--- src/rtl/fclassgen_pkg.sv ---
// Shared FPU class-generator definitions: configuration record, class indices,
// format encodings and small helpers used by the generator and its checkers.
package fclassgen_pkg;

  typedef struct packed {
    int   FLEN;
    logic F_SUPPORTED;
    logic D_SUPPORTED;
    logic ZFH_SUPPORTED;
    logic Q_SUPPORTED;
  } cvw_t;

  localparam cvw_t CVW_DEFAULT = '{FLEN: 64, F_SUPPORTED: 1'b1, D_SUPPORTED: 1'b1,
                                   ZFH_SUPPORTED: 1'b1, Q_SUPPORTED: 1'b0};

  localparam logic [3:0] CLS_NINF  = 4'd0;
  localparam logic [3:0] CLS_NNORM = 4'd1;
  localparam logic [3:0] CLS_NSUB  = 4'd2;
  localparam logic [3:0] CLS_NZERO = 4'd3;
  localparam logic [3:0] CLS_PZERO = 4'd4;
  localparam logic [3:0] CLS_PSUB  = 4'd5;
  localparam logic [3:0] CLS_PNORM = 4'd6;
  localparam logic [3:0] CLS_PINF  = 4'd7;
  localparam logic [3:0] CLS_SNAN  = 4'd8;
  localparam logic [3:0] CLS_QNAN  = 4'd9;

  localparam logic [1:0] FMT_S = 2'b00;
  localparam logic [1:0] FMT_D = 2'b01;
  localparam logic [1:0] FMT_H = 2'b10;
  localparam logic [1:0] FMT_Q = 2'b11;

  function automatic logic fmt_supported(input cvw_t p, input logic [1:0] fmt);
    case (fmt)
      FMT_S:   return p.F_SUPPORTED   && (p.FLEN >= 32);
      FMT_D:   return p.D_SUPPORTED   && (p.FLEN >= 64);
      FMT_H:   return p.ZFH_SUPPORTED && (p.FLEN >= 16);
      default: return p.Q_SUPPORTED   && (p.FLEN >= 128);
    endcase
  endfunction

  function automatic logic [3:0] lowest_set(input logic [9:0] m);
    logic [3:0] idx;
    idx = 4'd0;
    for (int i = 9; i >= 0; i--) begin
      if (m[i]) idx = 4'(i);
    end
    return idx;
  endfunction

  function automatic logic is_single_bit(input logic [9:0] m);
    return (m != 10'd0) && ((m & (m - 10'd1)) == 10'd0);
  endfunction

endpackage

--- src/rtl/fclassgen_val.sv ---
// Combinational map from (class index, format) to the canonical NaN-boxed
// operand of that class.
module fclassval
  import fclassgen_pkg::*;
#(
  parameter cvw_t P = CVW_DEFAULT
) (
  input  logic [3:0]        idx_i,
  input  logic [1:0]        fmt_i,
  output logic [P.FLEN-1:0] val_o
);

  localparam int W = P.FLEN;

  // Every field is built as a shifted mask so one function serves all formats;
  // a format as wide as FLEN yields an empty box because 1<<W wraps to 0.
  function automatic logic [W-1:0] canon(input logic [3:0] idx, input int ew, input int mw);
    logic [W-1:0] box, sgn, exp1, bias, fmsb, one;
    one  = W'(1);
    box  = ~((one << (ew + mw + 1)) - one);
    sgn  = one << (ew + mw);
    exp1 = ((one << ew) - one) << mw;
    bias = ((one << (ew - 1)) - one) << mw;
    fmsb = one << (mw - 1);
    case (idx)
      CLS_NINF:  return box | sgn | exp1;
      CLS_NNORM: return box | sgn | bias;
      CLS_NSUB:  return box | sgn | one;
      CLS_NZERO: return box | sgn;
      CLS_PZERO: return box;
      CLS_PSUB:  return box | one;
      CLS_PNORM: return box | bias;
      CLS_PINF:  return box | exp1;
      CLS_SNAN:  return box | exp1 | one;
      CLS_QNAN:  return box | exp1 | fmsb;
      default:   return '0;
    endcase
  endfunction

  always_comb begin
    val_o = '0;
    if (fmt_supported(P, fmt_i)) begin
      case (fmt_i)
        FMT_S:   val_o = canon(idx_i, 8, 23);
        FMT_D:   val_o = canon(idx_i, 11, 52);
        FMT_H:   val_o = canon(idx_i, 5, 10);
        default: val_o = canon(idx_i, 15, 112);
      endcase
    end
  end

endmodule

--- src/rtl/fclassgen.sv ---
// Sequential class-value generator: turns a class mask into a stream of
// canonical operands, lowest class bit first, one per handshake.
module fclassgen
  import fclassgen_pkg::*;
#(
  parameter cvw_t P = CVW_DEFAULT
) (
  input  logic              clk,
  input  logic              reset,
  input  logic              ReqValid,
  output logic              ReqReady,
  input  logic [9:0]        ReqMask,
  input  logic [1:0]        ReqFmt,
  output logic              ReqErr,
  output logic              OutValid,
  input  logic              OutReady,
  output logic [P.FLEN-1:0] OutVal,
  output logic [3:0]        OutIdx,
  output logic              OutLast,
  output logic              Busy
);

  typedef enum logic {IDLE, EMIT} state_t;

  state_t            state_q, state_d;
  logic [9:0]        pending_q, pending_d;
  logic [1:0]        fmt_q, fmt_d;
  logic [3:0]        idx_q, idx_d;
  logic              last_q, last_d;
  logic              err_q, err_d;
  logic [P.FLEN-1:0] val_q, val_next;
  logic              load;
  logic [9:0]        remain;

  // The value is looked up for the element about to be presented, so the
  // output register always holds the operand matching idx_q.
  fclassval #(.P(P)) u_val (
    .idx_i(idx_d),
    .fmt_i(fmt_d),
    .val_o(val_next)
  );

  assign remain = pending_q & ~(10'd1 << idx_q);

  always_comb begin
    state_d   = state_q;
    pending_d = pending_q;
    fmt_d     = fmt_q;
    idx_d     = idx_q;
    last_d    = last_q;
    err_d     = 1'b0;
    load      = 1'b0;
    case (state_q)
      IDLE: begin
        if (ReqValid) begin
          if (!fmt_supported(P, ReqFmt)) begin
            err_d     = 1'b1;
            pending_d = '0;
          end else begin
            pending_d = ReqMask;
            fmt_d     = ReqFmt;
            if (ReqMask != 10'd0) begin
              state_d = EMIT;
              idx_d   = lowest_set(ReqMask);
              last_d  = is_single_bit(ReqMask);
              load    = 1'b1;
            end
          end
        end
      end
      default: begin
        if (OutReady) begin
          pending_d = remain;
          if (remain == 10'd0) begin
            state_d = IDLE;
          end else begin
            idx_d  = lowest_set(remain);
            last_d = is_single_bit(remain);
            load   = 1'b1;
          end
        end
      end
    endcase
  end

  always_ff @(posedge clk or posedge reset) begin
    if (reset) begin
      state_q   <= IDLE;
      pending_q <= '0;
      fmt_q     <= FMT_S;
      idx_q     <= '0;
      last_q    <= 1'b0;
      err_q     <= 1'b0;
      val_q     <= '0;
    end else begin
      state_q   <= state_d;
      pending_q <= pending_d;
      fmt_q     <= fmt_d;
      idx_q     <= idx_d;
      last_q    <= last_d;
      err_q     <= err_d;
      if (load) val_q <= val_next;
    end
  end

  assign ReqReady = (state_q == IDLE);
  assign OutValid = (state_q == EMIT);
  assign Busy     = (state_q != IDLE);
  assign ReqErr   = err_q;
  assign OutVal   = val_q;
  assign OutIdx   = idx_q;
  assign OutLast  = OutValid & last_q;

endmodule

--- config.mk ---
export PLATFORM = sky130hd
export DESIGN_NAME = fclassgen
export DESIGN_NICKNAME = d
export VERILOG_FILES = /design/src/rtl/fclassgen_pkg.sv /design/src/rtl/fclassgen_val.sv /design/src/rtl/fclassgen.sv
export SDC_FILE = /design/constraint.sdc
export NUM_CORES = 1
export LEC_CHECK = 0
export BUFFER_PORTS_ARGS = -buffer_cell sky130_fd_sc_hd__buf_4
export CORE_UTILIZATION = 56
export DETAILED_ROUTE_END_ITERATION = 8
export PLACE_DENSITY = 0.89
export REMOVE_ABC_BUFFERS = 1
export SETUP_SLACK_MARGIN = 0.4
export SYNTH_ARGS = -nofsm -noshare
export SYNTH_HDL_FRONTEND = slang
export SYNTH_MEMORY_MAX_BITS = 65536
export SYNTH_SLANG_ARGS = --single-unit
--- constraint.sdc ---
create_clock -name clk -period 8.4 [get_ports clk]
set_input_delay 0.42 -clock clk [delete_from_list [all_inputs] [get_ports clk]]
set_output_delay 0.42 -clock clk [all_outputs]
set_load 0.01 [all_outputs]
### Yosys cells after proc, flatten, opt, wreduce, memory -nomap -nowiden

Memory sizes are Yosys's and may differ from the RTL's.
Cells that the tools add are included.

| cells by class | value |
|---|---|
| add/sub/neg operators | 2 |
| eq/ne operators | 6 |
| shift-type cells | 1 |
| muxes and demuxes | 56 |
| bitwise operators | 6 |
| reductions and logical operators | 16 |

Operator list:

| cell | number |
|---|---|
| $pmux 64 s3 | 1 |
| $mux 4 | 26 |
| $mux 64 | 1 |
| $mux 10 | 4 |
| $and 10x10->10 | 3 |
| $logic_not 10->1 | 3 |
| $mux 1 | 21 |
| $reduce_bool 10->1 | 2 |
| $sub 10x1->10 const B | 2 |
| $not 10->10 | 1 |
| $shl 1x4->10 const A | 1 |
| $mux 2 | 3 |
| $reduce_bool 2->1 | 3 |
| $reduce_or 3->1 | 2 |
| $reduce_and 5->1 | 1 |
| $eq 2x1->1 const B | 2 |
| $eq 2x2->1 const B | 2 |
| $logic_not 2->1 | 2 |
| $ne 2x2->1 const B | 2 |
| $logic_and 1x1->1 | 2 |
| $reduce_and 2->1 | 1 |
| $and 1x1->1 | 1 |
| $not 1->1 | 1 |

| storage, ports and cells | value |
|---|---|
| register bits | 83 |
| ROM bits | 1824 |
| input port bits | 16 |
| output and inout port bits | 73 |
| word-level logic and storage cells | 98 |
| memories | 4 |

Memories:

| name | words | bits a word | rd ports | clocked after Yosys merged registers in | write ports | RTL line | source |
|---|---|---|---|---|---|---|---|
| (name not given) | 16 | 56 | 1 | 0 | 0 | fclassgen_val.sv:25 | `case (idx)` |
| (name not given) | 16 | 43 | 1 | 0 | 0 | fclassgen_val.sv:25 |  |
| (name not given) | 16 | 14 | 1 | 0 | 0 | fclassgen_val.sv:25 |  |
| (name not given) | 16 | 1 | 1 | 0 | 0 | fclassgen_val.sv:25 |  |

### Longest topological paths before layout

An unclocked memory read counts as a cell.

| depth | value |
|---|---|
| depth after elaboration | 19 |
| mapped depth | 11 |
| depth with buffers taken out | 9 |

### By module

A second synthesis with hierarchy kept.

| unflattened totals | value |
|---|---|
| cell total of the unflattened synthesis | 409 |
| area, all modules | 4479.3 µm² |

Modules (own cells, without submodules):

| module | instances | cells an instance | area an instance (µm²) | sequential area each (µm²) |
|---|---|---|---|---|
| fclassgen | 1 | 320 | 3881.2 | 2077.0 |
| fclassval | 1 | 89 | 598.1 | 0.0 |

### Worst setup path before layout

Ideal clock, no wire load.

| timing path | value |
|---|---|
| kind | input to register |
| start | input port ReqMask[0] |
| end | register val_q[13], in the netlist OutVal[13] |
| library setup time | 0.065 ns |
| data arrival time | 2.686 ns |
| required time | 8.335 ns |
| path slack | 5.649 ns |
| stages on the path | 9 |
| buffers on the path | 0 |
| path through | or4_4 -> or2_4 -> o21ai_4 -> o32ai_1 -> a31oi_2 -> ha_1 -> nor2_1 -> a2111oi_0 -> a21o_1 |

| on the way | value |
|---|---|
| longest elaborated chain between the ends | 8 |
| elaborated cells on any way between the ends | 13 |
| classes of those cells | mux (11); reduce/logical (1); memory (1) |

RTL lines:

| item | RTL line | source |
|---|---|---|
| start, declared | fclassgen.sv:12 | `input logic [9:0] ReqMask,` |
| $reduce_bool 10->1 / $mux 4 (equally long branches) | fclassgen.sv:62, fclassgen_pkg.sv:45 |  |
| $mux 4 | fclassgen.sv:62 | `if (ReqMask != 10'd0) begin` |
| $mux 4 | fclassgen.sv:56 | `if (!fmt_supported(P, ReqFmt)) begin` |
| $mux 4 | fclassgen.sv:55 | `if (ReqValid) begin` |
| $mux 4 | fclassgen.sv:53 | `case (state_q)` |
| $mem_v2 16x56 | n/a |  |
| $pmux 64 s3 | fclassgen_val.sv:43 | `case (fmt_i)` |
| $mux 64 | fclassgen_val.sv:42 | `if (fmt_supported(P, fmt_i)) begin` |
| end signal, assigned | fclassgen.sv:102 | `if (load) val_q <= val_next;` |
| end, declared | fclassgen.sv:31 | `logic [P.FLEN-1:0] val_q, val_next;` |

Several ways; a longest one is shown, not always the timed one.
A chain may end at the register's enable or synchronous reset.

### Worst setup path after layout

| timing path | value |
|---|---|
| start | register idx_q[2], in the netlist OutIdx[2] |
| end | register val_q[13], in the netlist OutVal[13] |

| on the way | value |
|---|---|
| longest elaborated chain between the ends | 19 |
| elaborated cells on any way between the ends | 26 |
| classes of those cells | shift (1); mux (21); bitwise (2); reduce/logical (1); memory (1) |

RTL lines:

| item | RTL line | source |
|---|---|---|
| start, declared | fclassgen.sv:28 | `logic [3:0] idx_q, idx_d;` |
| start signal, assigned | fclassgen.sv:99 | `idx_q <= idx_d;` |
| $shl 1x4->10 | fclassgen.sv:43 | `assign remain = pending_q & ~(10'd1 << idx_q);` |
| $not 10->10 | fclassgen.sv:43 |  |
| $and 10x10->10 | fclassgen.sv:43 |  |
| $mux 4 (10 in series) | fclassgen_pkg.sv:45 | `if (m[i]) idx = 4'(i);` |
| $mux 4 | fclassgen.sv:74 | `if (remain == 10'd0) begin` |
| $mux 4 | fclassgen.sv:72 | `if (OutReady) begin` |
| $mux 4 | fclassgen.sv:53 |  |
| $mem_v2 16x56 | n/a |  |
| $pmux 64 s3 | fclassgen_val.sv:43 |  |
| $mux 64 | fclassgen_val.sv:42 |  |

Several ways; a longest one is shown, not always the timed one.

==> metrics <==
CTS Buffer Depth 2; CTS tree yes; post-CTS resize count 0; worst clock skew between 0.006 and 0.007 ns; Setup CP Type flip-flop to flip-flop; layout cells sized above 1 a little under a third; drt drc 0; Min-Delay Path Class primary input to async pin; Avg Inst Size Synth about 8.6 um^2; Critical Path AT between 3 and 4 ns; die area approximately 0.0052 mm^2; vias in the first global route roughly 2.4k; leak pwr between 0.001 and 0.0015 uW; hold violation count in the final report 0; Slew Viols, Final 0; # clock sinks 34; Final Power between 1000 and 1500 uW; Seq cells post-synth 34; Syn Std Cell Area between 0.002 and 0.003 mm^2; Compound-Gate Fraction of Synth Area between 20 and 30%; Nets ~370; Gate power share roughly three fifths; first-pass GRT wire length ~11000 um; Clk pwr share roughly a tenth; post-synthesis mux area share under 10%; Final HPWL DP ~5200 um; Synth Area in XOR/XNOR 0.3169%; worst slack at placement between 5 and 6 ns; Synth cell types between 80 and 90; Slew HR 31.26%; DRT Pass-1 Iters 6; initial drt markers 239; final WL 7074 um; post-route setup slack approximately 5.1 ns; die height a little over 70 um; largest net degree at the start of global routing 35; IO Pins 89; Inserted Clock Buffers 5; sequential fraction of the synthesis area between 30% and 40%; Clk pin slew, worst setup/hold paths roughly 0.07 ns; CP Launch Type flip-flop; Detail Route Antenna Nets 0; GPL Wtd Cong between 0.9 and 1; P per Cell Area approximately 410 mW/mm^2; non-filler cells, final 420; H-Tree Level Count 2; Syn Inst Count 320; outcome finished clean; Syn-to-layout area delta 12.18%; area of the core between 0.004 and 0.005 mm^2; Most used DFF post-synth dfrtp_1; RSZ-0062 raised after global routing no; Net Sw Frac 48.35%; simple-gate portion of the synthesized area roughly 20%; Final min period 3.291 ns; setup violators final 0; # diodes 0; critical path peak fanout 16; fill count around 400; Max VDD drop approximately 0.28 mV; DR vias about 2.6k; internal power roughly 660 uW; Die Span X around 72 um; crit share post-route about two fifths; largest family of logic cells by synthesized area compound AO/OA/AOI/OAI gates; Flop pwr share ~28%; Req. time, crit path ~8.6 ns; Inst Count DP between 400 and 500; routed vias/inst 6.074; total of max-cap violations 0; port buffer count 80; Fin Setup TNS 0 ns; Core Rows 25; FFs w/ async S/R, synth 100.0%; Wirelength per Cell 16.84 um; Post-CTS Hold Fix Bufs 0; multi-input logic area roughly 0.0014 mm^2; GRT overflow 0; Starting Density 58.52%; final hold slack between 0.2 and 0.25 ns; fmax approximately 300 MHz; clk_lat worst skew about 0.29 ns; Psw around 610 uW; count of warnings emitted by yosys 0; number of synthesized flops with an enable pin 0; post-synthesis adder-cell area fraction 1.177%; initial antenna violation count 0; crit end category flip-flop; root buf cell clkbuf_8; gr usage total about 28%; Post-CTS Setup Inserts 0; Register Area between 800 and 900 um^2; Worst Max-Slew Pin Slew just over 1 ns
-- critical path, stage by stage, from the launching register on --
cell and delay [ns]:
dfrtp_1 0.71, nand4bb_1 0.30, a221oi_2 0.39, o21ai_1 0.09, and4b_1 0.23, a311oi_4 0.46
ha_1 0.34, nor2_1 0.13, a2111oi_0 0.44, a21o_1 0.12
-- area by class of cell --
| class | instances | area share (%) |
|---|---|---|
| multi-input cells | 217 | 45.64 |
| flip-flops and latches | 34 | 27.44 |
| repair buffers | 81 | 19.61 |
| clock buffers | 7 | 2.785 |
| well taps | 67 | 2.704 |
| inverters | 13 | 1.655 |
| clock inverters | 1 | 0.1614 |
-- sequential cells by signal, summed over array words and instances (netlist names) --
signal     cells
last_q         1
OutIdx         4
fmt_q          2
pending_q     10
ReqErr         1
OutVal        15
Busy           1
-- cell families after synthesis --
| logic type | after synthesis |
|---|---|
| XOR/XNOR | 1 |
| other | 1 |
| adder cells (fa/ha/maj) | 3 |
| buffers and inverters | 76 |
| AO/OA/AOI/OAI | 101 |
| multiplexers | 4 |
| flip-flops | 34 |
| AND/OR/NAND/NOR | 100 |
-- routing by layer --
layer  vias to the layer above  GRT usage, %  routed length [um]
li1                       1183             -                   -
met1                      1196         34.55                2844
met2                       153         49.22                3524
met3                        19         4.028                 502
met4                         0         11.33                 203
met5                         -             0                   0
-- final timing paths --
kind | from | endpoint | slack (ns) | cells after the start
max in group asynchronous | reset | OutVal[13] | 7.85 | 3
min in group clk | ReqMask[4] | pending_q[4] | 0.47 | 3
hold / removal | reset | pending_q[5] | 0.22 | 3
setup / recovery | OutIdx[2] | OutVal[13] | 5.11 | 9
hold reg to reg | OutVal[9] | OutVal[9] | 0.50 | 2
setup reg to reg | OutIdx[2] | OutVal[13] | 5.11 | 9
-- cells in the mapped netlist (2+ instances only) --
cell type / n / share of area (%)
nand2b_1: 3 / 0.68
a31o_2: 2 / 0.63
o21ai_0: 8 / 1.4
buf_6: 4 / 1.6
o211ai_1: 2 / 0.54
mux2i_1: 4 / 1.4
o21ai_1: 3 / 0.54
o21a_1: 3 / 0.81
a21oi_1: 21 / 3.8
o41ai_1: 2 / 0.63
maj3_1: 2 / 0.72
buf_4: 52 / 14
dfrtp_1: 34 / 31
nor2_1: 31 / 4.2
clkbuf_1: 5 / 0.68
nor3b_1: 2 / 0.54
o22ai_1: 4 / 0.91
nor3_1: 8 / 1.4
inv_2: 2 / 0.27
a22oi_1: 3 / 0.81
a21o_1: 3 / 0.81
a211oi_1: 5 / 1.4
nand4bb_1: 3 / 1.2
o31ai_1: 9 / 2.4
nor4_1: 2 / 0.45
and2_1: 4 / 0.91
a311oi_1: 4 / 1.3
a2111oi_0: 2 / 0.63
nand2_1: 25 / 3.4
a31oi_1: 7 / 1.6
inv_1: 9 / 1.2
-- per-stage QoR --
step	instance area (um^2)	util, %
after floorplan	2317	-
after global placement	3009	63.71
after detailed placement	3009	63.71
after CTS	3100	65.64
after global routing	3100	65.64
final	3100	65.64
-- cells in the final DEF (no fill, tap or decap), types with 2 or more instances in the layout --
cell type | synthesis | layout
buf_4 | 52 | 81
dfrtp_1 | 34 | 34
nor2_1 | 31 | 31
nand2_1 | 25 | 25
a21oi_1 | 21 | 21
inv_1 | 9 | 9
o31ai_1 | 9 | 9
nor3_1 | 8 | 8
o21ai_0 | 8 | 8
conb_1 | 1 | 8
a31oi_1 | 7 | 7
clkbuf_8 | 1 | 6
a211oi_1 | 5 | 5
mux2i_1 | 4 | 4
o22ai_1 | 4 | 4
a311oi_1 | 4 | 4
and2_1 | 4 | 4
nand2b_1 | 3 | 3
a22oi_1 | 3 | 3
nand4bb_1 | 3 | 3
o21ai_1 | 3 | 3
a21o_1 | 3 | 3
o21a_1 | 3 | 3
a31o_2 | 2 | 2
o211ai_1 | 2 | 2
nor3b_1 | 2 | 2
inv_2 | 2 | 2
o41ai_1 | 2 | 2
nor4_1 | 2 | 2
a2111oi_0 | 2 | 2
maj3_1 | 2 | 2
-- power groups by stage --
| stage | logic (uW) | registers [uW] | clock network, uW |
|---|---|---|---|
| after detailed placement | 775 | 357 | 0 |
| after global placement | 752 | 352 | 0 |
| after CTS | 779 | 355 | 131 |
| final | 782 | 358 | 128 |
| after floorplan | 387 | 397 | 0 |
| after global routing | 845 | 370 | 138 |
No activity file was read; power rests on OpenSTA's default activity.
